`src/rtl/branch_history_predictor_if.sv`:
```
// Fetch/writeback bus between the datapath and the dynamic branch predictor.
// The datapath drives fetch and writeback information (master). The predictor
// returns the next fetch address, the prediction, the flush and the
// performance counters (slave).
interface branch_history_predictor_if;
   // fetch stage
   logic        imem_stall;
   logic [3:0]  rom_opcode;
   logic [2:0]  nzp;
   logic [15:0] pc;
   logic [15:0] pc_inc;
   logic [15:0] adj9_out;
   logic [15:0] address_out;
   logic        predict_taken;
   // writeback stage
   logic        wb_valid;
   logic [3:0]  wb_opcode;
   logic [2:0]  wb_nzp;
   logic [15:0] wb_pc;
   logic [15:0] wb_pc_plus2;
   logic [15:0] wb_target;
   logic        wb_pred_taken;
   logic        branch_enable;
   logic        reset_sig;
   // performance counters
   logic [15:0] branch_count;
   logic [15:0] mispredict_count;

   modport master (
      output imem_stall, rom_opcode, nzp, pc, pc_inc, adj9_out,
      output wb_valid, wb_opcode, wb_nzp, wb_pc, wb_pc_plus2, wb_target,
      output wb_pred_taken, branch_enable,
      input  address_out, predict_taken, reset_sig,
      input  branch_count, mispredict_count
   );

   modport slave (
      input  imem_stall, rom_opcode, nzp, pc, pc_inc, adj9_out,
      input  wb_valid, wb_opcode, wb_nzp, wb_pc, wb_pc_plus2, wb_target,
      input  wb_pred_taken, branch_enable,
      output address_out, predict_taken, reset_sig,
      output branch_count, mispredict_count
   );
endinterface

```
`src/rtl/branch_history_predictor.sv`:
```
// Dynamic BR direction predictor for the LC-3b fetch stage.
// A table of saturating counters indexed by the fetch PC predicts conditional
// branches. Branches resolved at writeback train their counter, and a
// mispredict raises reset_sig (pipeline flush) and redirects fetch.
// Saturating branch and mispredict counters are provided for profiling.
module branch_history_predictor #(
   parameter int INDEX_BITS = 4,
   parameter int CTR_BITS   = 2,
   parameter int RESET_CTR  = 2
) (
   input logic                    clk,
   input logic                    reset,
   branch_history_predictor_if.slave bus
);

   localparam int                  ENTRIES  = 1 << INDEX_BITS;
   localparam logic [CTR_BITS-1:0] CTR_MAX  = '1;
   localparam logic [CTR_BITS-1:0] CTR_ZERO = '0;
   localparam logic [CTR_BITS-1:0] CTR_INIT = CTR_BITS'(RESET_CTR);
   localparam logic [3:0]          OP_BR    = 4'b0000;

   // counter table and performance counters
   logic [CTR_BITS-1:0] table_q [ENTRIES];
   logic [CTR_BITS-1:0] table_d [ENTRIES];
   logic [15:0]         branch_count_q;
   logic [15:0]         branch_count_d;
   logic [15:0]         mispredict_count_q;
   logic [15:0]         mispredict_count_d;

   // fetch side
   logic [INDEX_BITS-1:0] idx;
   logic                  branch_instr;
   logic [CTR_BITS-1:0]   rd_ctr;
   logic                  predict_taken;
   logic [15:0]           address_taken;

   // writeback side
   logic [INDEX_BITS-1:0] widx;
   logic                  wb_cond;
   logic                  mispredict;
   logic                  update_en;
   logic [CTR_BITS-1:0]   wr_ctr;
   logic [CTR_BITS-1:0]   ctr_upd;

   // Bit 0 of a PC is always zero for aligned instructions, and the upper bits
   // are intentionally dropped (aliasing is accepted).
   logic unused_pc_bits;
   assign unused_pc_bits = ^{bus.pc[15:INDEX_BITS+1], bus.pc[0],
                             bus.wb_pc[15:INDEX_BITS+1], bus.wb_pc[0]};

   assign idx          = bus.pc[INDEX_BITS:1];
   assign branch_instr = (bus.rom_opcode == OP_BR);
   assign rd_ctr       = table_q[idx];

   // Fetch prediction: BRnzp is always taken, a nop BR never; the rest ask the table.
   always_comb begin
      predict_taken = 1'b0;
      if (branch_instr) begin
         if (bus.nzp == 3'b111) begin
            predict_taken = 1'b1;
         end else if (bus.nzp != 3'b000) begin
            predict_taken = rd_ctr[CTR_BITS-1];
         end
      end
   end

   assign address_taken = predict_taken ? (bus.pc_inc + bus.adj9_out) : bus.pc_inc;

   assign widx       = bus.wb_pc[INDEX_BITS:1];
   assign wb_cond    = bus.wb_valid && (bus.wb_opcode == OP_BR) && (bus.wb_nzp != 3'b000);
   assign mispredict = wb_cond && (bus.branch_enable != bus.wb_pred_taken);
   // BRnzp is never mispredicted, so it neither trains the table nor is counted.
   assign update_en  = !bus.imem_stall && wb_cond && (bus.wb_nzp != 3'b111);
   assign wr_ctr     = table_q[widx];

   // Redirect: a mispredict overrides the fetch-side prediction, even while stalled.
   always_comb begin
      bus.address_out = address_taken;
      if (mispredict) begin
         bus.address_out = bus.branch_enable ? bus.wb_target : bus.wb_pc_plus2;
      end
   end

   assign bus.predict_taken    = predict_taken;
   assign bus.reset_sig        = mispredict;
   assign bus.branch_count     = branch_count_q;
   assign bus.mispredict_count = mispredict_count_q;

   // Saturating step of the resolving branch's counter toward its outcome.
   always_comb begin
      ctr_upd = wr_ctr;
      if (bus.branch_enable) begin
         if (wr_ctr != CTR_MAX) begin
            ctr_upd = wr_ctr + CTR_BITS'(1);
         end
      end else begin
         if (wr_ctr != CTR_ZERO) begin
            ctr_upd = wr_ctr - CTR_BITS'(1);
         end
      end
   end

   // Table next state: only the resolving entry changes; fetch reads table_q (no bypass).
   always_comb begin
      for (int i = 0; i < ENTRIES; i++) begin
         table_d[i] = table_q[i];
         if (update_en && (widx == INDEX_BITS'(i))) begin
            table_d[i] = ctr_upd;
         end
      end
   end

   // Performance counters saturate at all-ones rather than wrapping.
   always_comb begin
      branch_count_d     = branch_count_q;
      mispredict_count_d = mispredict_count_q;
      if (update_en) begin
         if (branch_count_q != 16'hFFFF) begin
            branch_count_d = branch_count_q + 16'd1;
         end
         if (mispredict && (mispredict_count_q != 16'hFFFF)) begin
            mispredict_count_d = mispredict_count_q + 16'd1;
         end
      end
   end

   // State registers: reset to the initial counter value and zeroed statistics.
   always_ff @(posedge clk) begin
      if (reset) begin
         for (int i = 0; i < ENTRIES; i++) begin
            table_q[i] <= CTR_INIT;
         end
         branch_count_q     <= 16'd0;
         mispredict_count_q <= 16'd0;
      end else begin
         for (int i = 0; i < ENTRIES; i++) begin
            table_q[i] <= table_d[i];
         end
         branch_count_q     <= branch_count_d;
         mispredict_count_q <= mispredict_count_d;
      end
   end

endmodule

```
`src/flat_wrapper.sv`:
```
// flat-port wrapper written by rule: the top's interface ports become plain ports
module branch_history_predictor_flat 
#(
   parameter int INDEX_BITS = 4,
   parameter int CTR_BITS   = 2,
   parameter int RESET_CTR  = 2
)
  (clk, reset, bus_imem_stall, bus_rom_opcode, bus_nzp, bus_pc, bus_pc_inc, bus_adj9_out, bus_wb_valid, bus_wb_opcode, bus_wb_nzp, bus_wb_pc, bus_wb_pc_plus2, bus_wb_target, bus_wb_pred_taken, bus_branch_enable, bus_address_out, bus_predict_taken, bus_reset_sig, bus_branch_count, bus_mispredict_count);
  branch_history_predictor_if bus_i ();
  input logic clk;
  input logic reset;
  input wire logic [$bits(bus_i.imem_stall)-1:0] bus_imem_stall;
  input wire logic [$bits(bus_i.rom_opcode)-1:0] bus_rom_opcode;
  input wire logic [$bits(bus_i.nzp)-1:0] bus_nzp;
  input wire logic [$bits(bus_i.pc)-1:0] bus_pc;
  input wire logic [$bits(bus_i.pc_inc)-1:0] bus_pc_inc;
  input wire logic [$bits(bus_i.adj9_out)-1:0] bus_adj9_out;
  input wire logic [$bits(bus_i.wb_valid)-1:0] bus_wb_valid;
  input wire logic [$bits(bus_i.wb_opcode)-1:0] bus_wb_opcode;
  input wire logic [$bits(bus_i.wb_nzp)-1:0] bus_wb_nzp;
  input wire logic [$bits(bus_i.wb_pc)-1:0] bus_wb_pc;
  input wire logic [$bits(bus_i.wb_pc_plus2)-1:0] bus_wb_pc_plus2;
  input wire logic [$bits(bus_i.wb_target)-1:0] bus_wb_target;
  input wire logic [$bits(bus_i.wb_pred_taken)-1:0] bus_wb_pred_taken;
  input wire logic [$bits(bus_i.branch_enable)-1:0] bus_branch_enable;
  output wire logic [$bits(bus_i.address_out)-1:0] bus_address_out;
  output wire logic [$bits(bus_i.predict_taken)-1:0] bus_predict_taken;
  output wire logic [$bits(bus_i.reset_sig)-1:0] bus_reset_sig;
  output wire logic [$bits(bus_i.branch_count)-1:0] bus_branch_count;
  output wire logic [$bits(bus_i.mispredict_count)-1:0] bus_mispredict_count;
  assign bus_i.imem_stall = bus_imem_stall;
  assign bus_i.rom_opcode = bus_rom_opcode;
  assign bus_i.nzp = bus_nzp;
  assign bus_i.pc = bus_pc;
  assign bus_i.pc_inc = bus_pc_inc;
  assign bus_i.adj9_out = bus_adj9_out;
  assign bus_i.wb_valid = bus_wb_valid;
  assign bus_i.wb_opcode = bus_wb_opcode;
  assign bus_i.wb_nzp = bus_wb_nzp;
  assign bus_i.wb_pc = bus_wb_pc;
  assign bus_i.wb_pc_plus2 = bus_wb_pc_plus2;
  assign bus_i.wb_target = bus_wb_target;
  assign bus_i.wb_pred_taken = bus_wb_pred_taken;
  assign bus_i.branch_enable = bus_branch_enable;
  assign bus_address_out = bus_i.address_out;
  assign bus_predict_taken = bus_i.predict_taken;
  assign bus_reset_sig = bus_i.reset_sig;
  assign bus_branch_count = bus_i.branch_count;
  assign bus_mispredict_count = bus_i.mispredict_count;
  branch_history_predictor #(.INDEX_BITS(INDEX_BITS), .CTR_BITS(CTR_BITS), .RESET_CTR(RESET_CTR)) u_core (.clk(clk), .reset(reset), .bus(bus_i));
endmodule
```
`config.mk`:
```
export PLATFORM = sky130hd
export DESIGN_NAME = branch_history_predictor_flat
export DESIGN_NICKNAME = d
export VERILOG_FILES = /design/src/rtl/branch_history_predictor_if.sv /design/src/rtl/branch_history_predictor.sv /design/src/flat_wrapper.sv
export SDC_FILE = /design/constraint.sdc
export NUM_CORES = 1
export LEC_CHECK = 0
export CAP_MARGIN = 15
export CORE_AREA = 8 8 106 108
export CTS_CLUSTER_SIZE = 16
export DETAILED_ROUTE_END_ITERATION = 8
export DIE_AREA = 0 0 114 116
export PLACE_DENSITY = 0.95
export SETUP_SLACK_MARGIN = 0.02
export SLEW_MARGIN = 10
export SYNTH_ARGS = -nofsm -noshare
export SYNTH_HDL_FRONTEND = slang
export SYNTH_SLANG_ARGS = --single-unit
```
`constraint.sdc`:
```
create_clock -name clk -period 8.1 [get_ports clk]
set_input_delay 1.62 -clock clk [delete_from_list [all_inputs] [get_ports clk]]
set_output_delay 1.62 -clock clk [all_outputs]
set_load 0.01 [all_outputs]
```
; Word-level counts from Yosys, hierarchy flattened
; Memory sizes are Yosys's and may differ from the RTL's.
; Index checks and enable logic that the tools add are counted.
[totals]
in_bits = 116
mem_bits_rw = 32
n_memories = 1
elab_cells = 152
output_inout_bits = 50
regBits = 32
[op_classes]
n_mux = 44
n_reduce_logical = 47
add_sub_neg = 5
bitwise = 16
n_eq_ne = 37
[mem_list]
columns = name, depth, width, read_ports, rd_ports_with_merged_regs, write_ports, line
row1 = u_core.table_q, 16, 2, 2, 0, 16, branch_history_predictor.sv:23  ; logic [CTR_BITS-1:0] table_q [ENTRIES];
[op_table]
columns = operator, count
row1 = two-way mux 2 bit, 35
row2 = two-way mux 16 bit, 3
row3 = AND reduction 2 bit, 18
row4 = "adder 16 x 1 -> 16 bit, second input constant", 2
row5 = "== test 4 bit, second input constant", 8
row6 = "inequality test 16 bit, second input constant", 2
row7 = logical AND 1 bit, 22
row8 = adder 16 bit, 1
row9 = "== test 4 x 3 -> 1 bit, second input constant", 4
row10 = "inequality test 1 bit, second input constant", 16
row11 = OR 1 bit, 16
row12 = logical NOT 4 bit, 3
row13 = "== test 4 x 2 -> 1 bit, second input constant", 2
row14 = two-way mux 1 bit, 6
row15 = nonzero test 3 bit, 2
row16 = "== test 4 x 1 -> 1 bit, second input constant", 1
row17 = "== test 3 bit, second input constant", 1
row18 = "inequality test 3 bit, second input constant", 1
row19 = "adder 2 x 1 -> 2 bit, second input constant", 1
row20 = "inequality test 2 bit, second input constant", 1
row21 = nonzero test 2 bit, 1
row22 = "subtractor 2 x 1 -> 2 bit, second input constant", 1
row23 = logical NOT 1 bit, 1
row24 = inequality test 1 bit, 1

; Logic depth before layout (Yosys ltp)
; Gate-level depths: netlist of the first run.
[depth]
word_depth = 9
mapped_depth = 10
ltp_nobuf = 8

; Least setup slack after synthesis of the first run
; Ideal clock, no wire load.
[synth_path]
path_type = input to output
start = input bus_wb_opcode[0]
end = output bus_address_out[15]
slack_ps = 2960
cell_stages = 8
arrival_time_ps = 3520
n_path_buf = 2
required_time_ps = 6480
cell_sequence = or4b_1 or4_1 buf_2 inv_2 buf_6 nor2_1 o211ai_1 or3b_1
[synth_via]
elab_chain_cells = 5
[synth_rtl]
columns = item, line
row1 = from (decl), flat_wrapper.sv:19  ; input wire logic [$bits(bus_i.wb_opcode)-1:0] bus_wb_opcode;
row2 = logical NOT 4 bit, branch_history_predictor.sv:70  ; assign wb_cond = bus.wb_valid && (bus.wb_opcode == OP_BR) && (bus.wb_nzp != 3'b000);
row3 = logical AND 1 bit (2 in a row), branch_history_predictor.sv:70
row4 = logical AND 1 bit, branch_history_predictor.sv:71  ; assign mispredict = wb_cond && (bus.branch_enable != bus.wb_pred_taken);
row5 = via bus_reset_sig, flat_wrapper.sv:28  ; output wire logic [$bits(bus_i.reset_sig)-1:0] bus_reset_sig;
row6 = two-way mux 16 bit, branch_history_predictor.sv:79  ; if (mispredict) begin
row7 = to (decl), flat_wrapper.sv:26  ; output wire logic [$bits(bus_i.address_out)-1:0] bus_address_out;
; The timed path passes the listed nets, and every way through them passes these cells.

; Worst setup path after layout of the first run
[layout_path]
start = input bus_wb_opcode[0]
end = output bus_address_out[15]
[layout_via]
elab_chain_cells = 5
[layout_rtl]
columns = item, line
row1 = logical NOT 4 bit, branch_history_predictor.sv:70
row2 = logical AND 1 bit (2 in a row), branch_history_predictor.sv:70
row3 = logical AND 1 bit, branch_history_predictor.sv:71
row4 = two-way mux 16 bit, branch_history_predictor.sv:79
; Every way passes these cells.

==> flow_summary_export.csv, run 1 <==
group,metric,value,unit
clock_network,cts_root_buf,"clkbuf_8",
global_route,grt.overflow.total,0,
critical_path,critPathLaunchType,"primary input",
yosys,syn_area,4520,sq um
drt,drt_first_pass_iters,5,
yosys,synthArstFlopShare,0,%
floorplanning,io_pins,166,
clock_network,numCtsBuffers,9,
yosys,syn_nets,607,
yosys,synth_edf_count,32,
power_and_ir_drop,ir_drop,108,uV
yosys,synth.area.top_cells,"edfxtp_1, dfxtp_1, xnor2_1, ha_1, mux4_1",
job,cap_violations,0,
global_route,grt_pass1_vias,4518,
critical_path,rr_worst_depth,6,
min_path,hold_end,"u_core.bus.mispredict_count[4]",
clock_network,cts_tree,"built",
power_and_ir_drop,sw_frac_of_total,25.0,%
drt,ant_nets,0,
critical_path,crit_fanout,28,
floorplanning,die_x,114,um
finish,drive_above_1_share,8.32,%
power_and_ir_drop,switchingPower,0.209,mW
yosys,synthFlopType,"edfxtp_1",
finish,n_antenna_cell,0,
critical_path,rr_endpoint,"u_core.table_q[9][1]",
floorplanning,chipHeight,116,um
sta,slew_headroom,47.6,%
sta,drv_slew,0,
power_and_ir_drop,p_clk_share,35.8,%
global_route,antenna_found_initial,0,
sta,setup_viol,0,
sta,period_needed,6450,ps
critical_path,rr_startpoint,"u_core.table_q[6][1]",
power_and_ir_drop,seq_power_share,41.9,%
yosys,synth_mux_area_share,12.3,%
power_and_ir_drop,internal-power,0.624,mW
placement,placed_cell_area,6040,sq um
yosys,synth.distinct_cells,67,
finish,area_delta_synth_final,38.5,%
clock_network,clk_pin_slew,70,ps
yosys,netlist.area_leader.share,21.3,%
power_and_ir_drop,power_density,133,nW/um^2
min_path,min_path_cells,2,
finish,final_cells,746,
finish,design_area,6260,sq um
sta,finalHoldViolations,0,
sta,setup_tns,0,ps
critical_path,arrival,4830,ps
drt,num_vias,4315,
power_and_ir_drop,leakage,2.22,nW
yosys,yosys.area_share.simple,21.8,%
min_path,hp-start,"u_core.bus.mispredict_count[4]",
global_route,grt_pass1_wl,21900,um
global_route,grt_max_degree,39,
yosys,yosysWarnings,0,
global_route,track_usage,20.9,%
placement,place_hpwl,11200,um
yosys,ys_ff_latch,64,
drt,wl_per_cell,18.8,um
yosys,synth_top_family_by_area,"simple AND/OR/NAND/NOR gates",
yosys,avgSynthCellArea,9.55,sq um
critical_path,critical_path_required,6480,ps
clock_network,cts_sinks,64,
clock_network,cts_setup_buffers,0,
min_path,min_path_type,"reg -> reg",
floorplanning,num_rows,36,
yosys,synth_cells,473,
clock_network,cts-root-to-sink-buffers,2,
clock_network,h-tree-depth,3,
floorplanning,start_util,47.3,%
yosys,seq_area_frac_synth,35.4,%
floorplanning,die_area,13200,sq um
sta,rsz0062_at_grt,"no",
clock_network,cts_resized,0,
sta,setup_slack,1650,ps
drt,dr.first_iter.drc_count,376,
sta,worstMarginPinSlew,783,ps
critical_path,crit_type,"in -> out",
yosys,synthXorXnorAreaFrac,7.36,%
finish,nNetsFinal,742,
drt,vias_per_cell,5.78,
critical_path,reg2reg_slack,5440,ps
power_and_ir_drop,combPwrFrac,22.3,%
placement,numPortBuffers,141,
drt,remaining_drc_errors,0,
critical_path,crit_path_end_kind,"output port",
sta,max_freq,0.155,GHz
clock_network,insertion_delay,330,ps
outcome,status,"finished clean",
yosys,synth_fa_ha_area_share,5.62,%
placement,dp_cells,730,
placement,pre_cts_ws,1690,ps
placement,routabilityCongestion,0.956,
clock_network,ctsHoldBuffers,0,
floorplanning,core-area,9550,sq um
yosys,synth-compound-area-share,14.1,%
sta,fin_crit_sh,79.6,%
sta,skew,8.72,ps
drt,routed_wl,14000,um
yosys,yosysTopAreaCell,"edfxtp_1",
[how the worst max path moves through the flow]
stage	startpoint	endpoint	slack [ps]	depth (start not counted)
after floorplan	bus_wb_opcode[0]	bus_address_out[15]	2960	8
after global placement	bus_wb_opcode[0]	bus_address_out[15]	1700	8
after detailed placement	bus_wb_opcode[0]	bus_address_out[15]	1690	8
after CTS	bus_wb_opcode[0]	bus_address_out[15]	1680	8
after global routing	bus_pc_inc[2]	bus_address_out[15]	1480	9
final	bus_wb_opcode[0]	bus_address_out[15]	1650	8
[metrics by stage]
stage	hold WS, ps	utilization [%]	power (mW)
2_1_floorplan	515	-	0.455
3_3_place_gp	498	63.2	0.534
3_5_place_dp	519	63.2	0.540
4_1_cts	534	65.6	0.837
5_1_grt	573	65.6	0.867
6_report	532	65.6	0.833
[layout by cell type, fill, tap and decap left out, types with 4 or more instances in the layout]
cell / Yosys / final
clkdlybuf4s50_1: 0 / 141
nand2_1: 46 / 46
nor2_1: 41 / 41
dfxtp_1: 32 / 32
edfxtp_1: 32 / 32
nand3_1: 27 / 27
xnor2_1: 25 / 25
a21oi_1: 22 / 22
mux2i_1: 18 / 18
ha_1: 17 / 17
o21ai_0: 16 / 16
xor2_1: 13 / 13
inv_1: 12 / 12
clkbuf_8: 0 / 11
nor3_1: 9 / 9
and3_1: 9 / 9
nand4_1: 9 / 9
mux4_2: 8 / 8
a31o_2: 7 / 7
mux4_1: 7 / 7
o211ai_1: 6 / 6
o221ai_1: 6 / 6
nand2b_1: 6 / 6
o22ai_1: 5 / 5
nor2b_1: 5 / 5
or3_1: 5 / 5
buf_4: 0 / 5
and4_1: 4 / 4
a21o_1: 4 / 4
or2_1: 4 / 4
nor3_2: 4 / 4
[cells in the mapped netlist (3+ instances only)]
master	number
nor3b_1	3
a31o_2	7
nor2b_1	5
ha_1	17
nand2_1	46
o221ai_1	6
o21ai_1	3
mux4_1	7
nor3_1	9
and3_1	9
nor3_2	4
a211o_1	3
xor2_1	13
or2_1	4
inv_1	12
nand4_1	9
xnor2_1	25
and4_1	4
o22ai_1	5
o211ai_1	6
nand3_1	27
mux4_2	8
nand2b_1	6
mux2i_1	18
a21o_1	4
o21ai_0	16
a21oi_1	22
clkbuf_1	18
or3_1	5
edfxtp_1	32
dfxtp_1	32
nor2_1	41
o31ai_1	3
[metal layers]
metal	wire [um]	global-route usage (%)	vias up	share of wire, %
li1	-	-	2049	-
met2	7000	38.4	197	50
met4	393	9.85	0	2.8
met1	5450	21.8	2039	39
met5	0	0	-	0
met3	1150	5.37	30	8.2
[logic make-up after synthesis]
logic type | after synthesis
flops | 64
compound gates | 94
mux | 34
simple gates | 187
fa+ha+maj | 20
xor+xnor | 38
buf+inv | 36
[flip-flops by register name, summed over array words and instances (netlist names)]
register / flops
u_core.table_q: 32
u_core.bus.branch_count: 16
u_core.bus.mispredict_count: 16
[worst max-delay path, cell delays in order]
cell and delay, ps:
clkdlybuf4s50_1 390, or4b_1 560, or4_1 800, buf_4 350, nand2_1 120, nor3_1 50, or3b_1 410, clkdlybuf4s50_1 520
[power groups by stage]
stage | combinational, mW | clock [mW] | sequential (mW)
finish | 0.185 | 0.298 | 0.349
global route | 0.201 | 0.317 | 0.349
CTS | 0.185 | 0.303 | 0.349
detailed placement | 0.184 | 0 | 0.356
global placement | 0.179 | 0 | 0.355
floorplan | 0.0998 | 0 | 0.355
[layout make-up]
cell class              count  area [sq um]
fillers                   759          3290
well taps                 133           166
multi-input cells         373          2770
inverters                  14          52.6
clock buffers              12           176
flip-flops and latches     64          1600
clock inverters             4          48.8
repair buffers            146          1450
No activity file was read; power rests on OpenSTA's default activity.
==> run 2: changes to the inputs <==
--- a/config.mk
+++ b/config.mk
@@ -6,11 +6,11 @@
 export NUM_CORES = 1
 export LEC_CHECK = 0
 export CAP_MARGIN = 15
-export CORE_AREA = 8 8 106 108
+export CORE_AREA = 8 8 109 111
 export CTS_CLUSTER_SIZE = 16
 export DETAILED_ROUTE_END_ITERATION = 8
-export DIE_AREA = 0 0 114 116
-export PLACE_DENSITY = 0.95
+export DIE_AREA = 0 0 117 119
+export PLACE_DENSITY = 0.9
 export SETUP_SLACK_MARGIN = 0.02
 export SLEW_MARGIN = 10
 export SYNTH_ARGS = -nofsm -noshare
==> constraint.sdc (replaced) <==
create_clock -name clk -period 6.5 [get_ports clk]
set_input_delay 1.3 -clock clk [delete_from_list [all_inputs] [get_ports clk]]
set_output_delay 1.3 -clock clk [all_outputs]
set_load 0.01 [all_outputs]
==> run 2 against run 1 <==
  * Highest routed layer unchanged
  * Register-to-register slack got worse by 1600 ps
  * Sequential share of layout area grew 0.19 points
  * Clock power grew 13%
==> flow_summary_export.csv, run 2 (synthesis gave the netlist of run 1 again) <==
group,metric,value,unit
outcome,status,"finished clean",
finish,final_util,61.6,%
finish,layout_commonest_cell,"clkdlybuf4s50_1",
drt,remaining_drc_errors,0,
clock_network,h-tree-depth,3,
sta,max_freq,0.170,GHz
global_route,antenna_found_initial,0,
finish,drive_above_1_share,7.53,%
sta,drv_slew,0,
global_route,grt_pass1_wl,21700,um
drt,drt-met1-wl,5050,um
job,cap_violations,0,
drt,num_vias,4253,
sta,setup_tns,0,ps
drt,vias_per_cell,5.69,
global_route,track_usage,19.3,%
placement,routabilityCongestion,0.850,
floorplanning,core-area,10100,sq um
finish,layout_common_cells,"clkdlybuf4s50_1, nand2_1, nor2_1, dfxtp_1, edfxtp_1",
critical_path,crit_fanout,31,
min_path,min_path_type,"reg -> reg",
floorplanning,die_area,13900,sq um
sta,rsz0062_at_grt,"no",
drt,met2_length,6780,um
critical_path,critPathLaunchType,"primary input",
floorplanning,num_rows,37,
floorplanning,io_pins,166,
power_and_ir_drop,power_density,161,nW/um^2
drt,ant_nets,0,
clock_network,numCtsBuffers,9,
finish,nNetsFinal,740,
finish,n_antenna_cell,0,
clock_network,cts_resized,0,
critical_path,crit_path_end_kind,"output port",
critical_path,worstPathCellList,"clkdlybuf4s50_1 > mux4_2 > mux4_2 > a21o_1 > o211ai_1 > or3b_1 > clkdlybuf4s50_1",
clock_network,cts_root_buf,"clkbuf_8",
critical_path,cp_slowest_cell,"clkdlybuf4s50_1",
critical_path,critical_path_required,5200,ps
finish,area_delta_synth_final,37.5,%
clock_network,insertion_delay,340,ps
placement,numPortBuffers,141,
finish,largest_register_ffs,32,
clock_network,cts_sinks,64,
critical_path,crit_type,"in -> out",
drt,drt_first_pass_iters,4,
global_route,grt_max_degree,40,
critical_path,arrival,4590,ps
clock_network,cts_setup_buffers,0,
drt,wl_per_cell,17.9,um
sta,finalHoldViolations,0,
placement,dp_cells,731,
power_and_ir_drop,leakage,2.19,nW
floorplanning,die_x,117,um
global_route,grt_pass1_vias,4452,
sta,setup_viol,0,
floorplanning,start_util,44.8,%
sta,worstMarginPinSlew,1010,ps
floorplanning,chipHeight,119,um
clock_network,cts_tree,"built",
sta,skew,6.66,ps
drt,routed_wl,13400,um
clock_network,clk_pin_slew,70,ps
global_route,grt.overflow.total,0,
drt,top_layer,"met4",
critical_path,cp_slowest_stage_delay,640,ps
sta,period_needed,5890,ps
drt,dr_wl_met3,1140,um
placement,place_hpwl,10600,um
sta,fin_crit_sh,90.6,%
drt,dr.first_iter.drc_count,353,
finish,final_cells,747,
sta,slew_headroom,32.9,%
clock_network,ctsHoldBuffers,0,
finish,top_register,"u_core.table_q",
clock_network,cts-root-to-sink-buffers,2,
power_and_ir_drop,ir_drop,109,uV
[run 2: per-stage QoR]
stage          setup slack [ps]  power [mW]  area (sq um)  hold WS [ps]
4_1_cts                     572        1.01          6220           509
5_1_grt                     438        1.04          6220           547
3_5_place_dp                596       0.670          6020           502
3_3_place_gp                654       0.661          6020           488
2_1_floorplan              2000       0.567          4520           515
6_report                    608        1.00          6220           518
[run 2: report_power, final]
| part | switching, mW | total (mW) | internal, mW |
|---|---|---|---|
| sequential | 0.00258 | 0.435 | 0.432 |
| combinational | 0.104 | 0.228 | 0.124 |
| clock | 0.152 | 0.338 | 0.186 |
[run 2: area by class of cell]
cell class / instances / area [sq um]
clock buffers: 12 / 145
flip-flops and latches: 64 / 1600
fillers: 851 / 3880
repair buffers: 144 / 1430
clock inverters: 4 / 46.3
well taps: 136 / 170
inverters: 14 / 52.6
multi-input cells: 373 / 2770
[run 2: routing by layer]
layer / vias up / GRT usage, %
li1: 2054 / -
met1: 1990 / 20.1
met2: 182 / 35.2
met3: 27 / 5.05
met4: 0 / 8.65
met5: - / 0
[run 2: critical path, delay by kind of cell]
kind                   cells  cell delay, ps
AOI/OAI and AO/OA          2             770
and+or+nand+nor            1             360
buffers and inverters      2            1140
muxes                      2            1010
[run 2: worst paths after layout]
kind	startpoint	to	slack, ps	cells past startpoint
worst min register to register	u_core.bus.mispredict_count[8]	u_core.bus.mispredict_count[8]	520	2
worst max register to register	u_core.table_q[5][1]	u_core.table_q[9][1]	3830	6
worst max-delay path	bus_pc[2]	bus_address_out[15]	610	7
worst min-delay path	u_core.bus.mispredict_count[8]	u_core.bus.mispredict_count[8]	520	2
